===== src/rtl/spi_access_arbiter.sv =====
// Round-robin arbiter that gives NUM_REQ requesters one-at-a-time access to the HDP register SPI engine.
// Optional watchdog on the engine done pulse is enabled by defining SPI_ARB_TIMEOUT_EN.
module spi_access_arbiter #(
    parameter int NUM_REQ        = 3,
    parameter int TIMEOUT_CYCLES = 65536
) (
    input  logic                 i_clock,
    input  logic                 i_resetN,
    input  logic [NUM_REQ-1:0]   i_req,
    input  logic [NUM_REQ-1:0]   i_reqWrite,
    input  logic [NUM_REQ*7-1:0] i_reqAddress,
    input  logic [NUM_REQ*8-1:0] i_reqData,
    output logic [NUM_REQ-1:0]   o_ack,
    output logic [7:0]           o_rdata,
    output logic                 o_timeout,
    output logic                 o_busy,
    output logic                 o_spiTxBegin,
    output logic [6:0]           o_spiTxAddress,
    output logic [7:0]           o_spiTxData,
    input  logic                 i_spiTxDone,
    output logic                 o_spiRxBegin,
    output logic [6:0]           o_spiRxAddress,
    input  logic [7:0]           i_spiRxData,
    input  logic                 i_spiRxDone
);

    localparam int IDX_W = (NUM_REQ > 1) ? $clog2(NUM_REQ) : 1;

    typedef enum logic [1:0] {
        ST_IDLE  = 2'd0,
        ST_ISSUE = 2'd1,
        ST_WAIT  = 2'd2,
        ST_RESP  = 2'd3
    } state_t;

    state_t           state_q, state_d;
    logic [IDX_W-1:0] last_q,  last_d;
    logic [IDX_W-1:0] owner_q, owner_d;
    logic             write_q, write_d;
    logic [6:0]       addr_q,  addr_d;
    logic [7:0]       data_q,  data_d;
    logic [7:0]       rdata_q, rdata_d;

    logic             grant_found;
    logic [IDX_W-1:0] grant_idx;
    int               cand;

`ifdef SPI_ARB_TIMEOUT_EN
    localparam int CNT_W = (TIMEOUT_CYCLES > 1) ? $clog2(TIMEOUT_CYCLES) : 1;
    logic [CNT_W-1:0] cnt_q, cnt_d;
    logic             timeout_q, timeout_d;
`else
    // Watchdog absent in this build; the parameter only matters when it is enabled.
    if (TIMEOUT_CYCLES < 1) begin : g_unused_timeout
    end
`endif

    // Rotating scan starting just after the last winner.
    always_comb begin
        grant_found = 1'b0;
        grant_idx   = '0;
        cand        = 0;
        for (int i = 1; i <= NUM_REQ; i++) begin
            cand = int'(last_q) + i;
            if (cand >= NUM_REQ) begin
                cand = cand - NUM_REQ;
            end
            if (!grant_found && i_req[IDX_W'(cand)]) begin
                grant_found = 1'b1;
                grant_idx   = IDX_W'(cand);
            end
        end
    end

    always_comb begin
        state_d = state_q;
        last_d  = last_q;
        owner_d = owner_q;
        write_d = write_q;
        addr_d  = addr_q;
        data_d  = data_q;
        rdata_d = rdata_q;
`ifdef SPI_ARB_TIMEOUT_EN
        cnt_d     = cnt_q;
        timeout_d = timeout_q;
`endif
        case (state_q)
            ST_IDLE: begin
                if (grant_found) begin
                    owner_d = grant_idx;
                    last_d  = grant_idx;
                    write_d = i_reqWrite[grant_idx];
                    addr_d  = i_reqAddress[grant_idx*7 +: 7];
                    data_d  = i_reqData[grant_idx*8 +: 8];
                    state_d = ST_ISSUE;
`ifdef SPI_ARB_TIMEOUT_EN
                    timeout_d = 1'b0;
`endif
                end
            end
            ST_ISSUE: begin
                state_d = ST_WAIT;
`ifdef SPI_ARB_TIMEOUT_EN
                cnt_d = '0;
`endif
            end
            ST_WAIT: begin
                // Only the done pulse of the op in flight ends the wait.
                if ((write_q && i_spiTxDone) || (!write_q && i_spiRxDone)) begin
                    if (!write_q) begin
                        rdata_d = i_spiRxData;
                    end
                    state_d = ST_RESP;
                end
`ifdef SPI_ARB_TIMEOUT_EN
                else if (cnt_q == CNT_W'(TIMEOUT_CYCLES - 1)) begin
                    timeout_d = 1'b1;
                    state_d   = ST_RESP;
                end else begin
                    cnt_d = cnt_q + 1'b1;
                end
`endif
            end
            ST_RESP: begin
                state_d = ST_IDLE;
            end
            default: begin
                state_d = ST_IDLE;
            end
        endcase
    end

    always_ff @(posedge i_clock or negedge i_resetN) begin
        if (!i_resetN) begin
            state_q <= ST_IDLE;
            last_q  <= IDX_W'(NUM_REQ - 1);
            owner_q <= '0;
            write_q <= 1'b0;
            addr_q  <= '0;
            data_q  <= '0;
            rdata_q <= '0;
`ifdef SPI_ARB_TIMEOUT_EN
            cnt_q     <= '0;
            timeout_q <= 1'b0;
`endif
        end else begin
            state_q <= state_d;
            last_q  <= last_d;
            owner_q <= owner_d;
            write_q <= write_d;
            addr_q  <= addr_d;
            data_q  <= data_d;
            rdata_q <= rdata_d;
`ifdef SPI_ARB_TIMEOUT_EN
            cnt_q     <= cnt_d;
            timeout_q <= timeout_d;
`endif
        end
    end

    always_comb begin
        o_ack = '0;
        if (state_q == ST_RESP) begin
            o_ack[owner_q] = 1'b1;
        end
    end

`ifdef SPI_ARB_TIMEOUT_EN
    assign o_timeout = (state_q == ST_RESP) && timeout_q;
`else
    assign o_timeout = 1'b0;
`endif

    assign o_busy         = (state_q != ST_IDLE);
    assign o_spiTxBegin   = (state_q == ST_ISSUE) && write_q;
    assign o_spiRxBegin   = (state_q == ST_ISSUE) && !write_q;
    assign o_spiTxAddress = addr_q;
    assign o_spiRxAddress = addr_q;
    assign o_spiTxData    = data_q;
    assign o_rdata        = rdata_q;

endmodule


===== config.mk =====
export PLATFORM = sky130hd
export DESIGN_NAME = spi_access_arbiter
export DESIGN_NICKNAME = d
export VERILOG_FILES = /design/src/rtl/spi_access_arbiter.sv
export SDC_FILE = /design/constraint.sdc
export NUM_CORES = 1
export LEC_CHECK = 0
export CAP_MARGIN = 20
export CORE_MARGIN = 1
export CORE_UTILIZATION = 40
export DETAILED_ROUTE_END_ITERATION = 6
export GPL_ROUTABILITY_DRIVEN = 0
export HOLD_SLACK_MARGIN = 0.06
export PLACE_DENSITY = 0.81
export SLEW_MARGIN = 20
export SYNTH_ARGS = -nofsm -noshare
export SYNTH_HDL_FRONTEND = slang
export SYNTH_SLANG_ARGS = --single-unit
export TNS_END_PERCENT = 10

===== constraint.sdc =====
create_clock -name i_clock -period 3.2 [get_ports i_clock]
set_input_delay 0.32 -clock i_clock [delete_from_list [all_inputs] [get_ports i_clock]]
set_output_delay 0.32 -clock i_clock [all_outputs]
set_load 0.02 [all_outputs]

==> results of run 1 <==
==> synthesized netlist by cell type (3+ instances only) <==
cell type / number / area [sq um]
mux2_2: 10 / 113
dfrtp_1: 28 / 701
clkbuf_1: 3 / 11.3
ha_1: 9 / 113
and2_1: 4 / 25.0
o221ai_1: 16 / 140
nor2b_1: 3 / 18.8
nand3_1: 19 / 95.1
mux2i_1: 17 / 170
inv_1: 24 / 90.1
nand2_1: 4 / 15.0
nand2b_1: 4 / 25.0
and3_1: 4 / 25.0
buf_4: 8 / 60.1
==> worst max-delay path by stage <==
stage / slack, ns / cells after the start / start / end
6_report: 0.32 / 7 / last_q[1] / o_spiTxData[4]
5_1_grt: 0.09 / 8 / last_q[1] / o_spiTxData[1]
4_1_cts: 0.29 / 7 / last_q[1] / o_spiTxData[4]
3_5_place_dp: 0.31 / 7 / last_q[1] / o_spiTxData[4]
3_3_place_gp: 0.42 / 7 / last_q[1] / o_spiTxData[7]
2_1_floorplan: 0.78 / 10 / last_q[0] / o_spiRxAddress[1]
==> where the power goes <==
group          internal (mW)  leakage (nW)  switching, mW
Clock                  0.170        0.0443          0.136
Sequential             0.569         0.350          0.122
Combinational           1.11         0.916           1.22
==> kinds of logic after synthesis <==
| logic type | count (synthesis) | synth area share |
|---|---|---|
| mux | 28 | 0.156 |
| xor+xnor | 1 | 0.00458 |
| flops | 29 | 0.380 |
| compound gates | 35 | 0.174 |
| simple gates | 43 | 0.122 |
| buf+inv | 39 | 0.103 |
| other cells | 1 | 0.00196 |
| fa+ha+maj | 9 | 0.0589 |
==> cell usage in the layout (no fill, tap or decap), types with 2 or more instances in the layout <==
| master | instances |
|---|---|
| buf_4 | 7 |
| o21a_1 | 2 |
| clkdlybuf4s50_1 | 98 |
| nor2b_1 | 3 |
| dfrtp_1 | 28 |
| nand3_1 | 19 |
| and3_1 | 4 |
| o221ai_1 | 16 |
| nor2_1 | 2 |
| mux2i_1 | 17 |
| inv_1 | 24 |
| mux2_2 | 10 |
| clkbuf_8 | 6 |
| o21ai_1 | 2 |
| nand2_1 | 4 |
| ha_1 | 9 |
| nand2b_1 | 4 |
| and2_1 | 4 |
==> final cells by class <==
cell class / instances / area [sq um]
Timing Repair Buffer: 105 / 1030
Sequential cell: 29 / 727
Inverter: 24 / 90.1
Clock buffer: 7 / 86.3
Multi-Input combinational cell: 117 / 988
Fill cell: 364 / 1480
Tap cell: 52 / 65.1
==> critical path, stage by stage, from the launching register on <==
cell and delay, ns:
dfstp_2 0.54, inv_1 0.07, ha_1 0.43, inv_1 0.12, o211a_1 0.28, o32ai_4 0.85
mux2i_1 0.30, o221ai_1 0.13
==> layer usage <==
layer  global-route usage  routed length (microns)  vias to the layer above
li1                     -                        -                      855
met1                0.275                     2230                      841
met2                0.352                     2480                       72
met3               0.0598                      379                        8
met4               0.0778                       59                        0
met5                    0                        0                        -
==> registers in the layout, summed over array words and instances, names as in the netlist <==
signal          cells
owner_q             1
write_q             1
o_spiRxAddress      7
o_spiTxData         8
o_rdata             8
last_q              2
state_q             2
==> results.ini, run 1 <==
[die]
die_height_microns = 71.2
row_count = 24
io_pins = 100
placeableCoreArea_sq_um = 4470
die-area_sq_um = 5060
die_w_microns = 71.2
start_util = 0.428

[clocking]
clk_pin_slew_ns = 0.06
cts_tree = done
root_buffer = clkbuf_8
clock-sinks = 29
cts_max_level = 2
insertion_delay_ns = 0.28
post-cts-setup-buffers = 0
clock_path_buffers = 2
cts_buffers = 5
hold_buffers = 0
cts_resized = 0

[sta]
finalClockSkew_ns = 0.00201
finalWorstSetupSlack_ns = 0.315
fin_setup_tns_ns = 0
tightest_slew_ns = 1.04
rsz0062_at_grt = no
period_share = 0.901
setup_viol = 0
maxSlewHeadroom = 0.304
finalCriticalPeriod_ns = 2.88
hold_viol_final = 0
whs_ns = 0.423
final_max_slew_viol_count = 0
fmax_mhz = 347

[worst_hold_path]
hp-class = in2async

[setup_path]
cp-end-kind = register
cp-start-kind = register
reg2reg_to = o_spiTxData[4]
cp_max_fo = 16
r2r-start = last_q[1]
r2r_setup_slack_ns = 0.32
required_ns = 3.33
rr_worst_depth = 7
worstSetupPathType = reg2reg
cp_data_arrival_time_ns = 3.01

[placed_design]
place_area_sq_um = 2900
place_ws_ns = 0.313
hpwlAfterDp_mm = 3.88
dp_cells = 327
portBuffers = 98

[logic_synthesis]
yosysWarnings = 0
synthArstFlopShare = 1.00
syn_nets = 257
seq_area_frac_synth = 0.380
syn_inst = 185
netlist-cell-type-count = 42
syn_area_sq_um = 1910
avgSynthCellArea_sq_um = 10.3
synth_ff_type = dfrtp_1
synth_edf_count = 0
ys_seq_elements = 29

[power_and_ir_drop]
power_density_nw_per_um2 = 1110
p_total_mw = 3.33
power.leakage_nw = 1.31
ir_drop_v = 0.000612

[global_route]
grt_overflow_total = 0
first_global_vias = 1773
grt_max_degree = 30
globalRouteTotalUtil = 0.216
antenna_found_initial = 0
grt_pass1_wl_mm = 8.45

[job]
maxCapViolCount = 0

[layout]
final_util = 0.668
area_growth_pct = 56.3
drive_gt1_frac = 0.110
fin_nets = 354
diodes = 0
final_cell_area_sq_um = 2990
fin_cells = 334

[drt]
vias_per_cell = 5.32
wirelength_mm = 5.15
vias = 1776
drtIter0Drc = 178
firstDrtPassIters = 6
drc = 4
wl_per_cell_microns = 15.4
ant_nets = 0

[outcome]
violations = design-rule violations
status = complete, but fails checks

Power figures use the tool's default switching activity.
==> run 2: changes to the inputs <==
--- a/config.mk
+++ b/config.mk
@@ -5,13 +5,15 @@
 export SDC_FILE = /design/constraint.sdc
 export NUM_CORES = 1
 export LEC_CHECK = 0
+export ABC_AREA = 1
 export CAP_MARGIN = 20
-export CORE_MARGIN = 1
-export CORE_UTILIZATION = 40
+export CORE_MARGIN = 3
+export CORE_UTILIZATION = 41
 export DETAILED_ROUTE_END_ITERATION = 6
 export GPL_ROUTABILITY_DRIVEN = 0
 export HOLD_SLACK_MARGIN = 0.06
 export PLACE_DENSITY = 0.81
+export SKIP_LAST_GASP = 1
 export SLEW_MARGIN = 20
 export SYNTH_ARGS = -nofsm -noshare
 export SYNTH_HDL_FRONTEND = slang
==> results.ini, run 2 <==
[logic_synthesis]
syn_area_sq_um = 2090
avgSynthCellArea_sq_um = 7.53
synth-xor-area-share = 0
yosys.cell_count.top_type = nand2_1
ys_seq_elements = 29
synthSimpleGateAreaFrac = 0.280
yosysTopAreaCell = dfrtp_1
synth_compound_area_frac = 0.118
synth_ff_type = dfrtp_1
netlist-cell-type-count = 29
synth.area.mux_share = 0.0430
seq_area_frac_synth = 0.347
synth_edf_count = 0
synth_top_family_by_area = simple AND/OR/NAND/NOR gates
yosysWarnings = 0
synth_top_area_share = 0.335
yosys-top-cells-count = 82 x nand2_1, 48 x inv_1, 30 x nand3_1
synthTopCellsByArea = dfrtp_1 33%, nand2_1 15%, inv_1 8.6%
syn_nets = 350
synthArstFlopShare = 1.00
syn_inst = 278
synthAdderAreaFrac = 0.0538

[setup_path]
r2r_setup_slack_ns = 0.56
cp_max_fo = 19
cp-end-kind = register
worstSetupPathType = reg2reg
cp-start-kind = register
required_ns = 3.40
cp_data_arrival_time_ns = 2.84

[sta]
fin_setup_tns_ns = 0
period_share = 0.825
setup_viol = 0
rsz0062_at_grt = no
fmax_mhz = 379
final_max_slew_viol_count = 0
finalCriticalPeriod_ns = 2.64
whs_ns = 0.419
finalClockSkew_ns = 0.00616
finalWorstSetupSlack_ns = 0.560
hold_viol_final = 0

[job]
maxCapViolCount = 0

[drt]
wirelength_mm = 5.23
vias_per_cell = 4.65
drtIter0Drc = 94
ant_nets = 0
drc = 0
wl_per_cell_microns = 12.0
firstDrtPassIters = 4
vias = 2030

[outcome]
status = completed

[clocking]
clk_pin_slew_ns = 0.06
cts_resized = 0
cts_tree = done
clock_path_buffers = 2
root_buffer = clkbuf_8
insertion_delay_ns = 0.28
post-cts-setup-buffers = 0
cts_buffers = 5
clock-sinks = 29
cts_max_level = 2
hold_buffers = 0

[die]
die_w_microns = 77.5
row_count = 25
io_pins = 100
placeableCoreArea_sq_um = 4820
die-area_sq_um = 6000
start_util = 0.435
die_height_microns = 77.5

[placed_design]
hpwlAfterDp_mm = 4.34
portBuffers = 98
place_ws_ns = 0.533

[layout]
diodes = 0
fin_nets = 441
area_growth_pct = 49.4
final_cell_mix = 98 x clkdlybuf4s50_1, 82 x nand2_1, 48 x inv_1, 30 x nand3_1, 28 x dfrtp_1
drive_gt1_frac = 0.116
final_common_cell = clkdlybuf4s50_1

[worst_hold_path]
hp-class = in2async

[global_route]
grt_max_degree = 30
grt_pass1_wl_mm = 8.73
antenna_found_initial = 0
globalRouteTotalUtil = 0.182
grt_overflow_total = 0
first_global_vias = 1935

[power_and_ir_drop]
power.leakage_nw = 1.53
ir_drop_v = 0.000543
p_int_mw = 1.62
power_frac_comb = 0.699
swShare = 0.504
power_frac_seq = 0.212
p_sw_mw = 1.65
pwr-share-clk = 0.089
power_density_nw_per_um2 = 1050

run 2: changes by cell type after synthesis, sizes merged, moves of 4 or more:
cell    before  now
a21oi        1    9
and2         4    0
and3         4    0
buf         12   16
inv         24   52
mux2i       17    0
nand2        4   87
nand2b       4    0
nand3       19   31
nor2         3   11
o211ai       0   12
o21ai        3    7
o221ai      16    0
run 2: cell type report:
cell class | instances | area, sq um
Tap cell | 67 | 83.8
Inverter | 52 | 198
Timing Repair Buffer | 100 | 996
Clock buffer | 5 | 68.8
Multi-Input combinational cell | 181 | 1040
Clock inverter | 3 | 17.5
Fill cell | 431 | 1690
Sequential cell | 29 | 727
run 2: path summary, 6_finish.rpt:
check	startpoint	depth (start not counted)	to
worst max-delay path	last_q[0]	12	o_spiRxAddress[5]
worst min-delay path	i_resetN	2	o_rdata[5]
worst max register to register	last_q[0]	12	o_spiRxAddress[5]
worst min register to register	o_rdata[1]	1	o_rdata[1]
max in group asynchronous	i_resetN	2	last_q[1]
min in group i_clock	o_rdata[1]	1	o_rdata[1]
run 2: logic make-up after synthesis:
logic type                 Yosys count
adders and majority gates            9
AOI/OAI and AO/OA                   30
other                                1
muxes                                8
DFF                                 29
buffers and inverters               68
and+or+nand+nor                    133
run 2: power groups by stage:
| stage | logic, mW | registers (mW) | clock network, mW |
|---|---|---|---|
| after floorplan | 1.55 | 0.854 | 0 |
| after global placement | 2.25 | 0.690 | 0 |
| after detailed placement | 2.30 | 0.699 | 0 |
| after CTS | 2.31 | 0.696 | 0.299 |
| after global routing | 2.54 | 0.720 | 0.316 |
| final | 2.29 | 0.694 | 0.291 |
run 2: worst max-delay path, stage by stage (launching register included):
cell	delay, ns
dfrtp_1	0.44
inv_1	0.16
ha_1	0.52
inv_4	0.08
nand2_1	0.07
nand3_1	0.07
nand2_1	0.07
nor2_1	0.05
a21boi_1	0.22
nand2_4	0.20
nor2_4	0.37
o21ai_0	0.16
o21ai_1	0.16
run 2: per-layer routing:
| metal | vias up | share of wire | GRT usage |
|---|---|---|---|
| li1 | 1044 | - | - |
| met1 | 900 | 0.41 | 0.222 |
| met5 | - | 0 | 0 |
| met2 | 79 | 0.49 | 0.305 |
| met3 | 7 | 0.081 | 0.0557 |
| met4 | 0 | 0.017 | 0.0623 |
run 2: through the flow:
step                      utilization  cells  instance area, sq um  power [mW]
after floorplan                     -    278                  2090        2.41
after global placement          0.632    429                  3040        2.94
after detailed placement        0.632    429                  3040        3.00
after CTS                       0.650    437                  3130        3.31
after global routing            0.650    437                  3130        3.57
final                           0.650    437                  3130        3.27
